==> src/rtl/conv_window_ctrl_if.sv <==
// Handshake bundle for conv_window_ctrl: pixel stream in, 3x3 window and
// start/done to the convolution unit, result stream out.
interface conv_window_ctrl_if;
   localparam int unsigned PIX_W = 8;
   localparam int unsigned WIN_W = 9 * PIX_W;
   localparam int unsigned RES_W = 24;

   logic             pix_valid;
   logic [PIX_W-1:0] pix_in;
   logic             pix_ready;
   logic [WIN_W-1:0] f_win;
   logic             conv_start;
   logic             conv_done;
   logic [RES_W-1:0] conv_result;
   logic             out_valid;
   logic [RES_W-1:0] out_data;
   logic             out_ready;
   logic             frame_done;
   logic             err;

   modport slave (
      input  pix_valid, pix_in, conv_done, conv_result, out_ready,
      output pix_ready, f_win, conv_start, out_valid, out_data, frame_done, err
   );

   modport master (
      output pix_valid, pix_in, conv_done, conv_result, out_ready,
      input  pix_ready, f_win, conv_start, out_valid, out_data, frame_done, err
   );
endinterface

==> src/rtl/conv_window_ctrl.sv <==
// Raster-to-3x3 window controller: builds windows from two line buffers and
// hands each complete window to a convolution unit. Optional watchdog: CONV_TIMEOUT_EN.
module conv_window_ctrl #(
   parameter int unsigned IMG_W = 8,
   parameter int unsigned IMG_H = 8
) (
   input  logic               clk,
   input  logic               reset,
   conv_window_ctrl_if.slave  bus
);
   localparam int unsigned PIX_W = 8;
   localparam int unsigned WIN_W = 9 * PIX_W;
   localparam int unsigned RES_W = 24;
   localparam int unsigned COL_W = $clog2(IMG_W);
   localparam int unsigned ROW_W = $clog2(IMG_H);

   typedef enum logic [1:0] {S_IDLE, S_CONV, S_OUT} state_t;

   state_t           r_state;
   state_t           w_state_nxt;
   logic [COL_W-1:0] r_col;
   logic [ROW_W-1:0] r_row;
   logic [PIX_W-1:0] r_lb0 [IMG_W];
   logic [PIX_W-1:0] r_lb1 [IMG_W];
   logic [WIN_W-1:0] r_win;
   logic             r_pix_ready;
   logic             r_conv_start;
   logic             r_out_valid;
   logic [RES_W-1:0] r_out_data;
   logic             r_frame_done;
   logic             w_accept;
   logic             w_col_last;
   logic             w_row_last;
   logic             w_complete;
   logic             w_load_out;
`ifdef CONV_TIMEOUT_EN
   logic [3:0]       r_wdog;
   logic             r_err;
   logic             w_timeout;
`endif

   // Next-state and per-cycle strobes
   always_comb begin
      w_state_nxt = r_state;
      w_load_out  = 1'b0;
      w_accept    = bus.pix_valid && r_pix_ready;
      w_col_last  = (r_col == COL_W'(IMG_W - 1));
      w_row_last  = (r_row == ROW_W'(IMG_H - 1));
      w_complete  = w_accept && (r_row >= ROW_W'(2)) && (r_col >= COL_W'(2));
`ifdef CONV_TIMEOUT_EN
      w_timeout   = 1'b0;
`endif
      case (r_state)
         S_IDLE: begin
            if (w_complete) w_state_nxt = S_CONV;
         end
         S_CONV: begin
            if (bus.conv_done) begin
               w_load_out  = 1'b1;
               w_state_nxt = S_OUT;
            end
`ifdef CONV_TIMEOUT_EN
            else if (r_wdog == 4'hF) begin
               w_timeout   = 1'b1;
               w_state_nxt = S_IDLE;
            end
`endif
         end
         S_OUT: begin
            if (bus.out_ready) w_state_nxt = S_IDLE;
         end
         default: w_state_nxt = S_IDLE;
      endcase
   end

   always_ff @(posedge clk) begin
      if (reset) r_state <= S_IDLE;
      else       r_state <= w_state_nxt;
   end

   // Registered handshakes, counters and window; the window shifts left so column 1 is oldest
   always_ff @(posedge clk) begin
      if (reset) begin
         r_col        <= '0;
         r_row        <= '0;
         r_win        <= '0;
         r_pix_ready  <= 1'b0;
         r_conv_start <= 1'b0;
         r_out_valid  <= 1'b0;
         r_out_data   <= '0;
         r_frame_done <= 1'b0;
      end else begin
         r_pix_ready  <= (w_state_nxt == S_IDLE);
         r_conv_start <= (w_state_nxt == S_CONV);
         r_out_valid  <= (w_state_nxt == S_OUT);
         r_frame_done <= w_accept && w_col_last && w_row_last;
         if (w_load_out) r_out_data <= bus.conv_result;
         if (w_accept) begin
            r_win <= {r_win[63:48], r_lb1[r_col],
                      r_win[39:24], r_lb0[r_col],
                      r_win[15:0],  bus.pix_in};
            if (w_col_last) begin
               r_col <= '0;
               r_row <= w_row_last ? '0 : r_row + ROW_W'(1);
            end else begin
               r_col <= r_col + COL_W'(1);
            end
         end
      end
   end

   // lb0 holds the previous row, lb1 the row before it, indexed by column
   always_ff @(posedge clk) begin
      if (reset) begin
         for (int unsigned i = 0; i < IMG_W; i++) begin
            r_lb0[i] <= '0;
            r_lb1[i] <= '0;
         end
      end else if (w_accept) begin
         r_lb1[r_col] <= r_lb0[r_col];
         r_lb0[r_col] <= bus.pix_in;
      end
   end

`ifdef CONV_TIMEOUT_EN
   // Counts cycles spent in CONV; 16 cycles without done abandons the window
   always_ff @(posedge clk) begin
      if (reset) begin
         r_wdog <= '0;
         r_err  <= 1'b0;
      end else begin
         if ((r_state == S_CONV) && (w_state_nxt == S_CONV)) r_wdog <= r_wdog + 4'd1;
         else                                                r_wdog <= '0;
         if (w_timeout) r_err <= 1'b1;
      end
   end
   assign bus.err = r_err;
`else
   assign bus.err = 1'b0;
`endif

   assign bus.pix_ready  = r_pix_ready;
   assign bus.f_win      = r_win;
   assign bus.conv_start = r_conv_start;
   assign bus.out_valid  = r_out_valid;
   assign bus.out_data   = r_out_data;
   assign bus.frame_done = r_frame_done;
endmodule

==> src/flat_wrapper.sv <==
// flat-port wrapper written by rule: the top's interface ports become plain ports
module conv_window_ctrl_flat 
#(
   parameter int unsigned IMG_W = 8,
   parameter int unsigned IMG_H = 8
)
  (clk, reset, bus_pix_valid, bus_pix_in, bus_conv_done, bus_conv_result, bus_out_ready, bus_pix_ready, bus_f_win, bus_conv_start, bus_out_valid, bus_out_data, bus_frame_done, bus_err);
  conv_window_ctrl_if bus_i ();
  input  logic clk;
  input  logic reset;
  input wire logic [$bits(bus_i.pix_valid)-1:0] bus_pix_valid;
  input wire logic [$bits(bus_i.pix_in)-1:0] bus_pix_in;
  input wire logic [$bits(bus_i.conv_done)-1:0] bus_conv_done;
  input wire logic [$bits(bus_i.conv_result)-1:0] bus_conv_result;
  input wire logic [$bits(bus_i.out_ready)-1:0] bus_out_ready;
  output wire logic [$bits(bus_i.pix_ready)-1:0] bus_pix_ready;
  output wire logic [$bits(bus_i.f_win)-1:0] bus_f_win;
  output wire logic [$bits(bus_i.conv_start)-1:0] bus_conv_start;
  output wire logic [$bits(bus_i.out_valid)-1:0] bus_out_valid;
  output wire logic [$bits(bus_i.out_data)-1:0] bus_out_data;
  output wire logic [$bits(bus_i.frame_done)-1:0] bus_frame_done;
  output wire logic [$bits(bus_i.err)-1:0] bus_err;
  assign bus_i.pix_valid = bus_pix_valid;
  assign bus_i.pix_in = bus_pix_in;
  assign bus_i.conv_done = bus_conv_done;
  assign bus_i.conv_result = bus_conv_result;
  assign bus_i.out_ready = bus_out_ready;
  assign bus_pix_ready = bus_i.pix_ready;
  assign bus_f_win = bus_i.f_win;
  assign bus_conv_start = bus_i.conv_start;
  assign bus_out_valid = bus_i.out_valid;
  assign bus_out_data = bus_i.out_data;
  assign bus_frame_done = bus_i.frame_done;
  assign bus_err = bus_i.err;
  conv_window_ctrl #(.IMG_W(IMG_W), .IMG_H(IMG_H)) u_core (.clk(clk), .reset(reset), .bus(bus_i));
endmodule
==> config.mk <==
export PLATFORM = sky130hd
export DESIGN_NAME = conv_window_ctrl_flat
export DESIGN_NICKNAME = d
export VERILOG_FILES = /design/src/rtl/conv_window_ctrl_if.sv /design/src/rtl/conv_window_ctrl.sv /design/src/flat_wrapper.sv
export SDC_FILE = /design/constraint.sdc
export NUM_CORES = 1
export LEC_CHECK = 0
export ABC_AREA = 1
export BUFFER_PORTS_ARGS = -buffer_cell sky130_fd_sc_hd__buf_2
export CORE_MARGIN = 10
export CORE_UTILIZATION = 40
export CTS_BUF_LIST = sky130_fd_sc_hd__clkbuf_4 sky130_fd_sc_hd__clkbuf_8
export DETAILED_ROUTE_END_ITERATION = 12
export SLEW_MARGIN = 20
export SYNTH_ARGS = -nofsm -noshare
export SYNTH_HDL_FRONTEND = slang
export SYNTH_SLANG_ARGS = --single-unit
export TNS_END_PERCENT = 1
==> constraint.sdc <==
create_clock -name clk -period 1.9 [get_ports clk]
set_input_delay 0.095 -clock clk [delete_from_list [all_inputs] [get_ports clk]]
set_output_delay 0.095 -clock clk [all_outputs]
set_load 0.02 [all_outputs]
# [Yosys cells after proc, flatten, opt, wreduce, memory -nomap -nowiden]
# Memories as Yosys holds them, arrays and structs flattened. A register that Yosys moved wholly into a read port is not among the register bits.
# Index checks and enable logic that the tools add are counted.
# W data, S select, Z words.
[totals] mem_count=2 elab_cells=52 ramBits=128 regBits=108 input_bits=37
[classes] n_eq_ne=6 n_addsub=2 n_mux=21 n_lt_le_gt_ge=2 n_reduce_logical=10
[memory_table] name="u_core.r_lb0" depth=8 width=8 rd=1 rd_ports_with_merged_regs=1 wr=8 line="conv_window_ctrl.sv:23" text="logic [PIX_W-1:0] r_lb0 [IMG_W];"
[memory_table] name="u_core.r_lb1" depth=8 width=8 rd=1 rd_ports_with_merged_regs=1 wr=8 line="conv_window_ctrl.sv:24" text="logic [PIX_W-1:0] r_lb1 [IMG_W];"
[op_table] cell="$mux W3" count=6
[op_table] cell="$mux W8" count=2
[op_table] cell="$reduce_or A8 Y1" count=2
[op_table] cell="$mux W1" count=9
[op_table] cell="$add A3 B1 Y3 const B" count=2
[op_table] cell="$eq A3 B3 Y1 const B" count=2
[op_table] cell="$ge A3 B2 Y1 const B" count=2
[op_table] cell="$mux W2" count=3
[op_table] cell="$pmux W2 S3" count=1
[op_table] cell="$logic_and A1 B1 Y1" count=5
[op_table] cell="$eq A2 B1 Y1 const B" count=2
[op_table] cell="$eq A2 B2 Y1 const B" count=2
[op_table] cell="$logic_not A2 Y1" count=2
[op_table] cell="$reduce_and A2 Y1" count=1

# [Depth between registers and ports, before layout]
# Gate-level depths: netlist of the first run.
[depth] word_depth=6 depth_mapped=10 ltp_nobuf=8

# [Worst setup path before layout of the first run]
# No wires, ideal clock.
[synth_timing] path_type="reg2reg" from="reg u_core.r_pix_ready (netlist: u_core.bus.pix_ready)" to="mem u_core.r_lb0[3][0], enable pin" arrival_ns=1.571 path_slack_ns=-0.043 path_buffers=1 path_stages_with_launch=8 setup_time_ns=0.372 cell_sequence="dfxtp_1 nand2_2 clkinv_2 nand2_2 nor2_4 nand2_2 buf_6 nand2_1"
[synth_lines] item="start: declaration" line="conv_window_ctrl.sv:26" text="logic r_pix_ready;"
[synth_lines] item="start signal: assignment" line="conv_window_ctrl.sv:93" text="r_pix_ready <= (w_state_nxt == S_IDLE);"
[synth_lines] item="end: declaration" line="conv_window_ctrl.sv:23"

==> impl_metrics.ini, run 1 <==
[run_status]
status = finished, final reports clean

[floorplanning]
ios = 138
start_util_pct = 40.51
die_w_um = 176.5
rows = 57
die_area_um2 = 31140
die_height_um = 176.5
core-area_um2 = 24180

[detailed_routing]
vias = 7658
drtIter0Drc = 570
wl_um = 25110
route.detailed.drc = 0
drtPass1Iterations = 6
wl_per_cell_um = 15.51
detail_route.vias_per_cell = 4.730
ant_nets = 0

[clocking]
ctsResizeCount = 0
htreeDepth = 2
ctsHoldBuffers = 32
worst_skew_pair.late_latency_ns = 0.53
cts.clk_slew.worst_paths_ns = 0.06
clk_path_buf_depth = 3
root_buffer = clkbuf_8
cts_buffers = 40
tritoncts = done
cts.sinks = 239
postCtsSetupRepairBufs = 0

[finish]
fin_nets = 1309
diodes = 0
drive_gt1_share_pct = 20.77
areaGrowthSynthToFinish_pct = 22.49

[timing]
fin_setup_tns_ns = 0
finalClockSkew_ns = 0.01732
maxSlewViolCount = 0
finalCritPeriodShare_pct = 87.67
final-setup-viol-count = 0
rsz0062_at_grt = no
period_minus_slack_ns = 1.666
max_freq_mhz = 600.4
hold_viol_final = 0
worst_slack_ns = 0.2343

[place]
hpwl_um = 16690
preCtsSetupSlack_ns = 0.2521
gp_congestion = 0.7933
io_buffers = 136

[pwr]
leakagePower_nw = 5.196
ir_worst_vdd_uv = 490.6
pwr_density_cell_nw_per_um2 = 949.0

[logic_synthesis]
synth_top_cell_area_share_pct = 39.25
syn_nets = 1121
synthCells = 1078
synthArstFlopShare_pct = 0
synth_edf_count = 128
synth_area_um2 = 9793
ys_seq_area_share_pct = 61.94
synth_area_per_cell_um2 = 9.085
synth.largest_area_cell = edfxtp_1
ys_types = 26
yosys_warnings = 0
synthFlopType = edfxtp_1
synth-seq-cells = 239
synth_area_leaders = edfxtp_1, dfxtp_1, nor2_1

[worst_setup_path]
crit_chain = inv_2, nor2_4, nand2_2, nand2_1, buf_4
crit_family = flip-flops
worstPathRequired_ns = 2.10
crit_path_start_kind = flop
cp_max_fo = 17
r2r_setup_slack_ns = 0.23
critPathBufInv = 2
arrival_ns = 1.87
setup.worst_path.class = reg2reg
crit_slowest_cell = dfxtp_1
critPathMaxStageDelay_ns = 0.49
end_kind = flop

[global_routing]
grt_pass1_wl_um = 39270
overflow = 0
grt_antenna_before_repair = 0
grt_max_degree = 100
first_global_vias = 7249
grt.total_usage_pct = 15.58

[job]
maxCapViolations = 0

[hold_path]
hold_class = in2reg
==> area by class of cell <==
class                   instances  area (µm²)
fillers                      2253       12180
clock inverters                12       67.56
inverters                     130       489.2
multi-input cells             648        2905
repair buffers                207        1356
well taps                     324       405.4
clock buffers                  59       705.7
flip-flops and latches        239        6066
==> final timing paths <==
path | startpoint | endpoint | depth (start not counted)
worst max-delay path | u_core.r_col[0]$_SDFFE_PP0P_ | u_core.r_lb1[3][7]$_SDFFCE_PN0P_ | 5
worst min-delay path | bus_pix_in[2] | u_core.bus.f_win[2]$_SDFFE_PP0P_ | 3
worst max register to register | u_core.r_col[0]$_SDFFE_PP0P_ | u_core.r_lb1[3][7]$_SDFFCE_PN0P_ | 5
worst min register to register | u_core.bus.out_data[10]$_SDFFE_PP0P_ | u_core.bus.out_data[10]$_SDFFE_PP0P_ | 2
==> through the flow <==
step	cells	cell area [µm²]	util, %	power (W)	hold WS (ns)
final	1619	12000	49.61	0.01138	0.03608
after global routing	1619	12000	49.61	0.01191	0.02960
after CTS	1619	12000	49.61	0.01153	0.004698
after detailed placement	1516	10900	45.09	0.007077	0.3827
after global placement	1516	10900	45.09	0.007059	0.3708
after floorplan	1078	9793	-	0.006595	0.2861
==> cell usage after synthesis (2+ instances only) <==
library cell,count
buf_1,3
o21ai_1,2
clkinv_1,8
buf_4,5
buf_2,20
edfxtp_1,128
o211ai_1,17
buf_6,8
nand3_1,58
inv_1,118
a21oi_1,46
nand2_2,18
inv_2,3
dfxtp_1,111
nor2_1,267
nand2_1,106
o21ai_0,119
nor3_1,2
clkbuf_1,25
nor2_4,2
ha_1,6
nor2_2,2
==> worst reg2reg max path: cells and delay by family (launching register included) <==
family	cells	cell delay [ns]
buffers and inverters	2	0.48
AND/OR/NAND/NOR	3	0.37
flip-flops	1	0.49
==> per-layer routing <==
metal / track usage [%] / vias up / routed length [µm]
met1: 19.98 / 3534 / 10910
met5: 0 / - / 0
met2: 25.23 / 207 / 11850
li1: - / 3874 / -
met3: 3.823 / 43 / 1785
met4: 5.324 / 0 / 567
==> cells in the final DEF, fill, tap and decap left out <==
master and count:
o211ai_1 17, a211oi_1 1, nand3_1 58, inv_6 1
buf_12 5, dfxtp_1 111, clkinv_2 6, inv_1 118
edfxtp_1 128, ha_1 6, clkinvlp_4 3, o21ai_1 2
dlygate4sd3_1 32, clkbuf_4 17, o21ai_0 119, o31ai_1 1
nand2_1 106, nor2_2 2, clkbuf_8 42, buf_4 34
nor3_1 2, nand2_2 18, clkinv_1 11, nor2_4 2
nor2_1 267, inv_2 3, a21oi_1 46, conb_1 1
buf_2 136
==> flip-flops by register name, summed over array words and instances, names as in the netlist, named ones only <==
signal / cells
u_core.bus.out_valid: 1
u_core.r_lb1: 64
u_core.r_row: 3
u_core.r_state: 2
u_core.bus.frame_done: 1
u_core.bus.conv_start: 1
u_core.bus.out_data: 24
u_core.bus.f_win: 72
u_core.bus.pix_ready: 1
u_core.r_col: 3
u_core.r_lb0: 64
==> power breakdown <==
group / leakage [nW] / switching, W / total, W / internal (W)
logic: 2.56 / 0.000846 / 0.00124 / 0.000390
registers: 2.23 / 0.000109 / 0.00577 / 0.00566
clock network: 0.409 / 0.00199 / 0.00438 / 0.00239
total: 5.20 / 0.00294 / 0.0114 / 0.00844
==> cells by family after synthesis <==
kind of cell	Yosys count	synth area share, %
AND/OR/NAND/NOR	455	18.87
adder cells (fa/ha/maj)	6	0.7666
flip-flops	239	61.94
AO/OA/AOI/OAI	186	9.991
buffers and inverters	191	8.394
other	1	0.03829
No activity file was read; power rests on OpenSTA's default activity.
==> inputs of run 2 (changes only) <==
--- a/config.mk
+++ b/config.mk
@@ -11,6 +11,7 @@
 export CORE_UTILIZATION = 40
 export CTS_BUF_LIST = sky130_fd_sc_hd__clkbuf_4 sky130_fd_sc_hd__clkbuf_8
 export DETAILED_ROUTE_END_ITERATION = 12
+export GPL_ROUTABILITY_DRIVEN = 0
 export SLEW_MARGIN = 20
 export SYNTH_ARGS = -nofsm -noshare
 export SYNTH_HDL_FRONTEND = slang
==> constraint.sdc (replaced) <==
create_clock -name clk -period 1.9 [get_ports clk]
set_input_delay 0.19 -clock clk [delete_from_list [all_inputs] [get_ports clk]]
set_output_delay 0.19 -clock clk [all_outputs]
set_load 0.02 [all_outputs]
==> run 2 against run 1 <==
- non-clock buffer count is 5 lower
- critical path type unchanged
- largest power group unchanged
- highest routed layer unchanged
- worst setup slack better by 0.0084 ns
- final cell count shrank 0.37%
==> impl_metrics.ini, run 2 (synthesized netlist as in run 1, its figures left out) <==
[job]
maxCapViolations = 0

[floorplanning]
start_util_pct = 40.51
core-area_um2 = 24180
die_area_um2 = 31140
ios = 138
rows = 57
die_height_um = 176.5
die_w_um = 176.5

[worst_setup_path]
arrival_ns = 2.07
setup.worst_path.class = reg2reg
timing.critical_path.mode_cell = inv_1
crit_path_start_kind = flop
cp_max_fo = 49
crit_family = buffers and inverters
critPathBufInv = 4
worstPathRequired_ns = 2.31
crit_slowest_cell = dlygate4sd3_1
crit_chain = inv_1, nand3_1, buf_12, o31ai_1, inv_1, nor2_1, dlygate4sd3_1
end_kind = flop
critPathMaxStageDelay_ns = 0.55

[detailed_routing]
wl_per_cell_um = 15.61
drtIter0Drc = 607
ant_nets = 0
route.detailed.drc = 0
vias = 7619
drtPass1Iterations = 5
wl_um = 25180
detail_route.vias_per_cell = 4.723

[place]
io_buffers = 136
hpwl_um = 16540

[pwr]
p_seq_share_pct = 50.7
pwr-share-clk_pct = 38.4
leakagePower_nw = 5.166
comb_power_share_pct = 10.9
pwr_density_cell_nw_per_um2 = 951.6
ir_worst_vdd_uv = 385.0
switching_share_pct = 25.64
p_int_w = 0.008454
p_sw_w = 0.002915
power_w = 0.01137

[finish]
drive_gt1_share_pct = 20.40
fin_nets = 1303
final_cell_mix = nor2_1, buf_2, edfxtp_1, o21ai_0, inv_1
diodes = 0
areaGrowthSynthToFinish_pct = 22.00
largest_register_ffs = 72
layout_commonest_cell = nor2_1

[run_status]
status = finished, final reports clean

[clocking]
worst_skew_pair.late_latency_ns = 0.53
cts.clk_slew.worst_paths_ns = 0.06
htreeDepth = 2
clk_path_buf_depth = 3
cts_buffers = 39
tritoncts = done
root_buffer = clkbuf_8
cts.sinks = 239
ctsResizeCount = 0

[timing]
rsz0062_at_grt = no
max_freq_mhz = 603.4
hold_viol_final = 0
finalClockSkew_ns = 0.01969
finalCritPeriodShare_pct = 87.23
fin_setup_tns_ns = 0
maxSlewViolCount = 0
final-setup-viol-count = 0
period_minus_slack_ns = 1.657

[global_routing]
first_global_vias = 7507
grt_max_degree = 110
grt_antenna_before_repair = 0
overflow = 0
grt.total_usage_pct = 15.74
grt_pass1_wl_um = 39780

[hold_path]
hold_class = in2reg
[run 2: cell count changes in the layout (fill, tap and decap cells not counted)]
| cell | previous run | this run |
|---|---|---|
| inv_6 | 1 | 0 |
| buf_4 | 34 | 33 |
| clkinv_2 | 6 | 3 |
| clkinv_1 | 11 | 16 |
| clkbuf_8 | 42 | 40 |
| buf_12 | 5 | 6 |
| clkbuf_4 | 17 | 16 |
| bufinv_16 | 0 | 1 |
| dlygate4sd3_1 | 32 | 27 |
[run 2: final timing paths]
kind / startpoint / to / slack [ns] / cells after the start
hold reg to reg: u_core.bus.out_data[12]$_SDFFE_PP0P_ / u_core.bus.out_data[12]$_SDFFE_PP0P_ / 0.44 / 2
setup / recovery: u_core.r_state[1]$_SDFF_PP0_ / u_core.bus.out_valid$_SDFF_PP0_ / 0.24 / 7
hold / removal: bus_conv_done / u_core.bus.pix_ready$_SDFF_PP0_ / 0.04 / 3
setup reg to reg: u_core.r_state[1]$_SDFF_PP0_ / u_core.bus.out_valid$_SDFF_PP0_ / 0.24 / 7
[run 2: metrics by stage]
stage | utilization [%] | worst slack (ns) | hold slack (ns) | cells | cell area [µm²]
floorplan | - | -0.04302 | 0.3811 | 1078 | 9793
global placement | 45.14 | 0.3513 | 0.4280 | 1516 | 10910
detailed placement | 45.14 | 0.3028 | 0.4320 | 1516 | 10910
CTS | 49.42 | 0.2575 | 0.01707 | 1613 | 11950
global route | 49.42 | 0.1243 | 0.05201 | 1613 | 11950
finish | 49.42 | 0.2427 | 0.03623 | 1613 | 11950
[run 2: power by group through the flow]
stage	clock [W]	sequential, W	combinational, W
6_report	0.00436	0.00577	0.00124
3_5_place_dp	0	0.00588	0.00120
5_1_grt	0.00470	0.00579	0.00138
3_3_place_gp	0	0.00587	0.00119
2_1_floorplan	0	0.00598	0.000619
4_1_cts	0.00448	0.00577	0.00125
[run 2: worst min-delay path, stage by stage]
cell and delay [ns]:
buf_2 0.09, o21ai_0 0.13, nor2_1 0.11
[run 2: layer usage]
layer	GRT usage (%)	routed length (µm)	up-vias
met5	0	0	-
met4	6.130	640	0
met3	3.759	1625	47
met2	25.63	11840	222
met1	19.87	11070	3504
li1	-	-	3846
[run 2: area by class of cell]
type | instances | area [µm²]
repair buffers | 202 | 1319
clock buffers | 56 | 670.6
multi-input cells | 648 | 2905
clock inverters | 14 | 92.59
flip-flops and latches | 239 | 6066
fillers | 2248 | 12230
inverters | 130 | 489.2
well taps | 324 | 405.4
[run 2: timing repair]
action / in CTS / in global routing
buffers inserted: 0 / 0
endpoints found under the hold margin: 31 / 0
hold buffers: 27 / 0
==> inputs of run 3 (changes only) <==
--- a/config.mk
+++ b/config.mk
@@ -12,7 +12,8 @@
 export CTS_BUF_LIST = sky130_fd_sc_hd__clkbuf_4 sky130_fd_sc_hd__clkbuf_8
 export DETAILED_ROUTE_END_ITERATION = 12
 export GPL_ROUTABILITY_DRIVEN = 0
-export SLEW_MARGIN = 20
+export GPL_TIMING_DRIVEN = 0
+export SLEW_MARGIN = 0
 export SYNTH_ARGS = -nofsm -noshare
 export SYNTH_HDL_FRONTEND = slang
 export SYNTH_SLANG_ARGS = --single-unit
==> constraint.sdc (replaced) <==
create_clock -name clk -period 1.6 [get_ports clk]
set_input_delay 0.16 -clock clk [delete_from_list [all_inputs] [get_ports clk]]
set_output_delay 0.16 -clock clk [all_outputs]
set_load 0.02 [all_outputs]
==> run 3 against run 2 <==
- non-clock buffer count up 34
- global-route usage up 1.4 points
- wire length up 11%
- count of clock-buffer cells in the layout up 5
- sequential cell count unchanged
- die area unchanged
- critical endpoint is now u_core.r_lb1[2][4]$_SDFFCE_PN0P_
- largest cell class unchanged
- highest routed layer unchanged
==> impl_metrics.ini, run 3 (synthesized netlist as in run 1, its figures left out) <==
[run_status]
status = finished, final reports clean

[timing]
hold_viol_final = 0
maxSlewViolCount = 0
finalCritPeriodShare_pct = 98.89
tightest_slew_ns = 0.6925
rsz0062_at_grt = yes
final-setup-viol-count = 0
max_freq_mhz = 632.0
slew_headroom_pct = 53.84
finalClockSkew_ns = 0.03780
period_minus_slack_ns = 1.582

[hold_path]
worstHoldStart = bus_pix_in[6]
whs_path_depth = 3
hold_end = u_core.bus.f_win[6]$_SDFFE_PP0P_
hold_class = in2reg

[finish]
fin_nets = 1343
final_cell_mix = nor2_1, buf_2, edfxtp_1, o21ai_0, inv_1
layout_commonest_cell = nor2_1
fin_cells = 1653
drive_gt1_share_pct = 22.87
diodes = 0
areaGrowthSynthToFinish_pct = 28.81
final_core_util_pct = 52.18
largest_register_ffs = 72

[worst_setup_path]
reg2reg_depth = 8
end_kind = flop
arrival_ns = 1.87
r2r_setup_slack_ns = 0.02
cp_max_fo = 10
setup.worst_path.class = reg2reg
worstPathRequired_ns = 1.89
r2r_end = u_core.r_lb1[2][4]$_SDFFCE_PN0P_
crit_path_start_kind = flop

[place]
io_buffers = 135
hpwl_um = 18790
placed_cells = 1537

[global_routing]
overflow = 0
grt_pass1_wl_um = 42600
grt_max_degree = 17
grt.total_usage_pct = 17.18
first_global_vias = 7780
grt_antenna_before_repair = 0

[floorplanning]
core-area_um2 = 24180
rows = 57
die_w_um = 176.5
start_util_pct = 40.51
ios = 138
die_height_um = 176.5
die_area_um2 = 31140

[clocking]
tritoncts = done
cts_buffers = 40
htreeDepth = 2
cts.clk_slew.worst_paths_ns = 0.06
worst_skew_pair.late_latency_ns = 0.55
clk_path_buf_depth = 3
cts.sinks = 239
root_buffer = clkbuf_8

[detailed_routing]
ant_nets = 0
wl_per_cell_um = 16.85
route.detailed.drc = 0
detail_route.vias_per_cell = 4.893
wl_um = 27850
drtIter0Drc = 590
drtPass1Iterations = 7
vias = 8088

[pwr]
leakagePower_nw = 5.482
pwr_density_cell_nw_per_um2 = 1102
ir_worst_vdd_uv = 502.7
power_w = 0.01390

[job]
maxCapViolations = 0
run 3: cell count changes in the layout (fill, tap and decap cells not counted), moves of 4 or more:
cell	before	now
clkbuf_1	0	25
nand2_2	18	2
nand2_4	0	16
nand2_8	0	14
buf_4	33	21
nand2_1	106	97
buf_2	136	144
nand3_1	58	50
buf_6	0	6
clkbuf_8	40	45
nand3_2	0	5
buf_12	6	10
dfxtp_1	111	107
run 3: critical path, cell delays in order, from the launching register on:
cell and delay, ns:
dfxtp_1 0.32, clkbuf_4 0.18, buf_4 0.20, nand2_1 0.08, nand3_1 0.10, nand3_2 0.12
nand2_4 0.10, clkbuf_4 0.20, nor2_1 0.05
run 3: layout make-up:
cell class	count	area, µm²
fill	2220	11560
clock buffer	61	739.5
multi-input combinational	653	3309
inverter	130	511.7
tap	324	405.4
clock inverter	10	45.04
buffer	60	429.2
timing repair buffer	176	1101
sequential	239	6073
run 3: worst max-delay path by stage:
| stage | from | slack [ns] | end | cells past startpoint |
|---|---|---|---|---|
| final | flop | 0.02 | u_core.r_lb1[2][4]$_SDFFCE_PN0P_ | 8 |
| after global routing | flop | -0.07 | u_core.r_lb1[1][4]$_SDFFCE_PN0P_ | 8 |
| after CTS | flop | -0.009 | u_core.r_lb1[1][4]$_SDFFCE_PN0P_ | 8 |
| after detailed placement | u_core.r_col[1]$_SDFFE_PP0P_ | -0.33 | u_core.r_lb1[2][2]$_SDFFCE_PN0P_ | 5 |
| after global placement | u_core.bus.pix_ready$_SDFF_PP0_ | -0.32 | u_core.r_lb1[1][3]$_SDFFCE_PN0P_ | 7 |
| after floorplan | u_core.bus.pix_ready$_SDFF_PP0_ | 0.03 | u_core.r_lb0[3][0]$_SDFFCE_PN0P_ | 7 |
run 3: stage by stage:
stage / TNS, ns / hold WS (ns) / setup WS [ns] / instance area (µm²)
after global placement: -45.09 / 0.4297 / -0.3223 / 10940
after CTS: -0.03736 / 0.02346 / -0.009488 / 12420
after global routing: -2.067 / 0.04266 / -0.06929 / 12610
final: 0 / 0.03854 / 0.01780 / 12610
after floorplan: 0 / 0.3511 / 0.02760 / 9854
after detailed placement: -44.68 / 0.4329 / -0.3292 / 10940
run 3: power breakdown:
group	switching [W]	internal, W
Sequential	0.000134	0.00672
Clock	0.00238	0.00294
Combinational	0.00117	0.000560
run 3: what timing repair did:
item | in CTS | in global routing
cloned | 4 | 1
endpoints found under the setup margin | 258 | 203
hold endpoints to repair | 32 | 0
hold buffers | 27 | 0
pin swaps | 8 | 8
setup buffers | 11 | 3
gates resized for setup | 52 | 42
run 3: per-layer routing:
layer	GRT usage, %	routed length [µm]
met4	6.305	679
met2	28.17	13260
met5	0	0
met3	3.631	2132
met1	21.97	11780
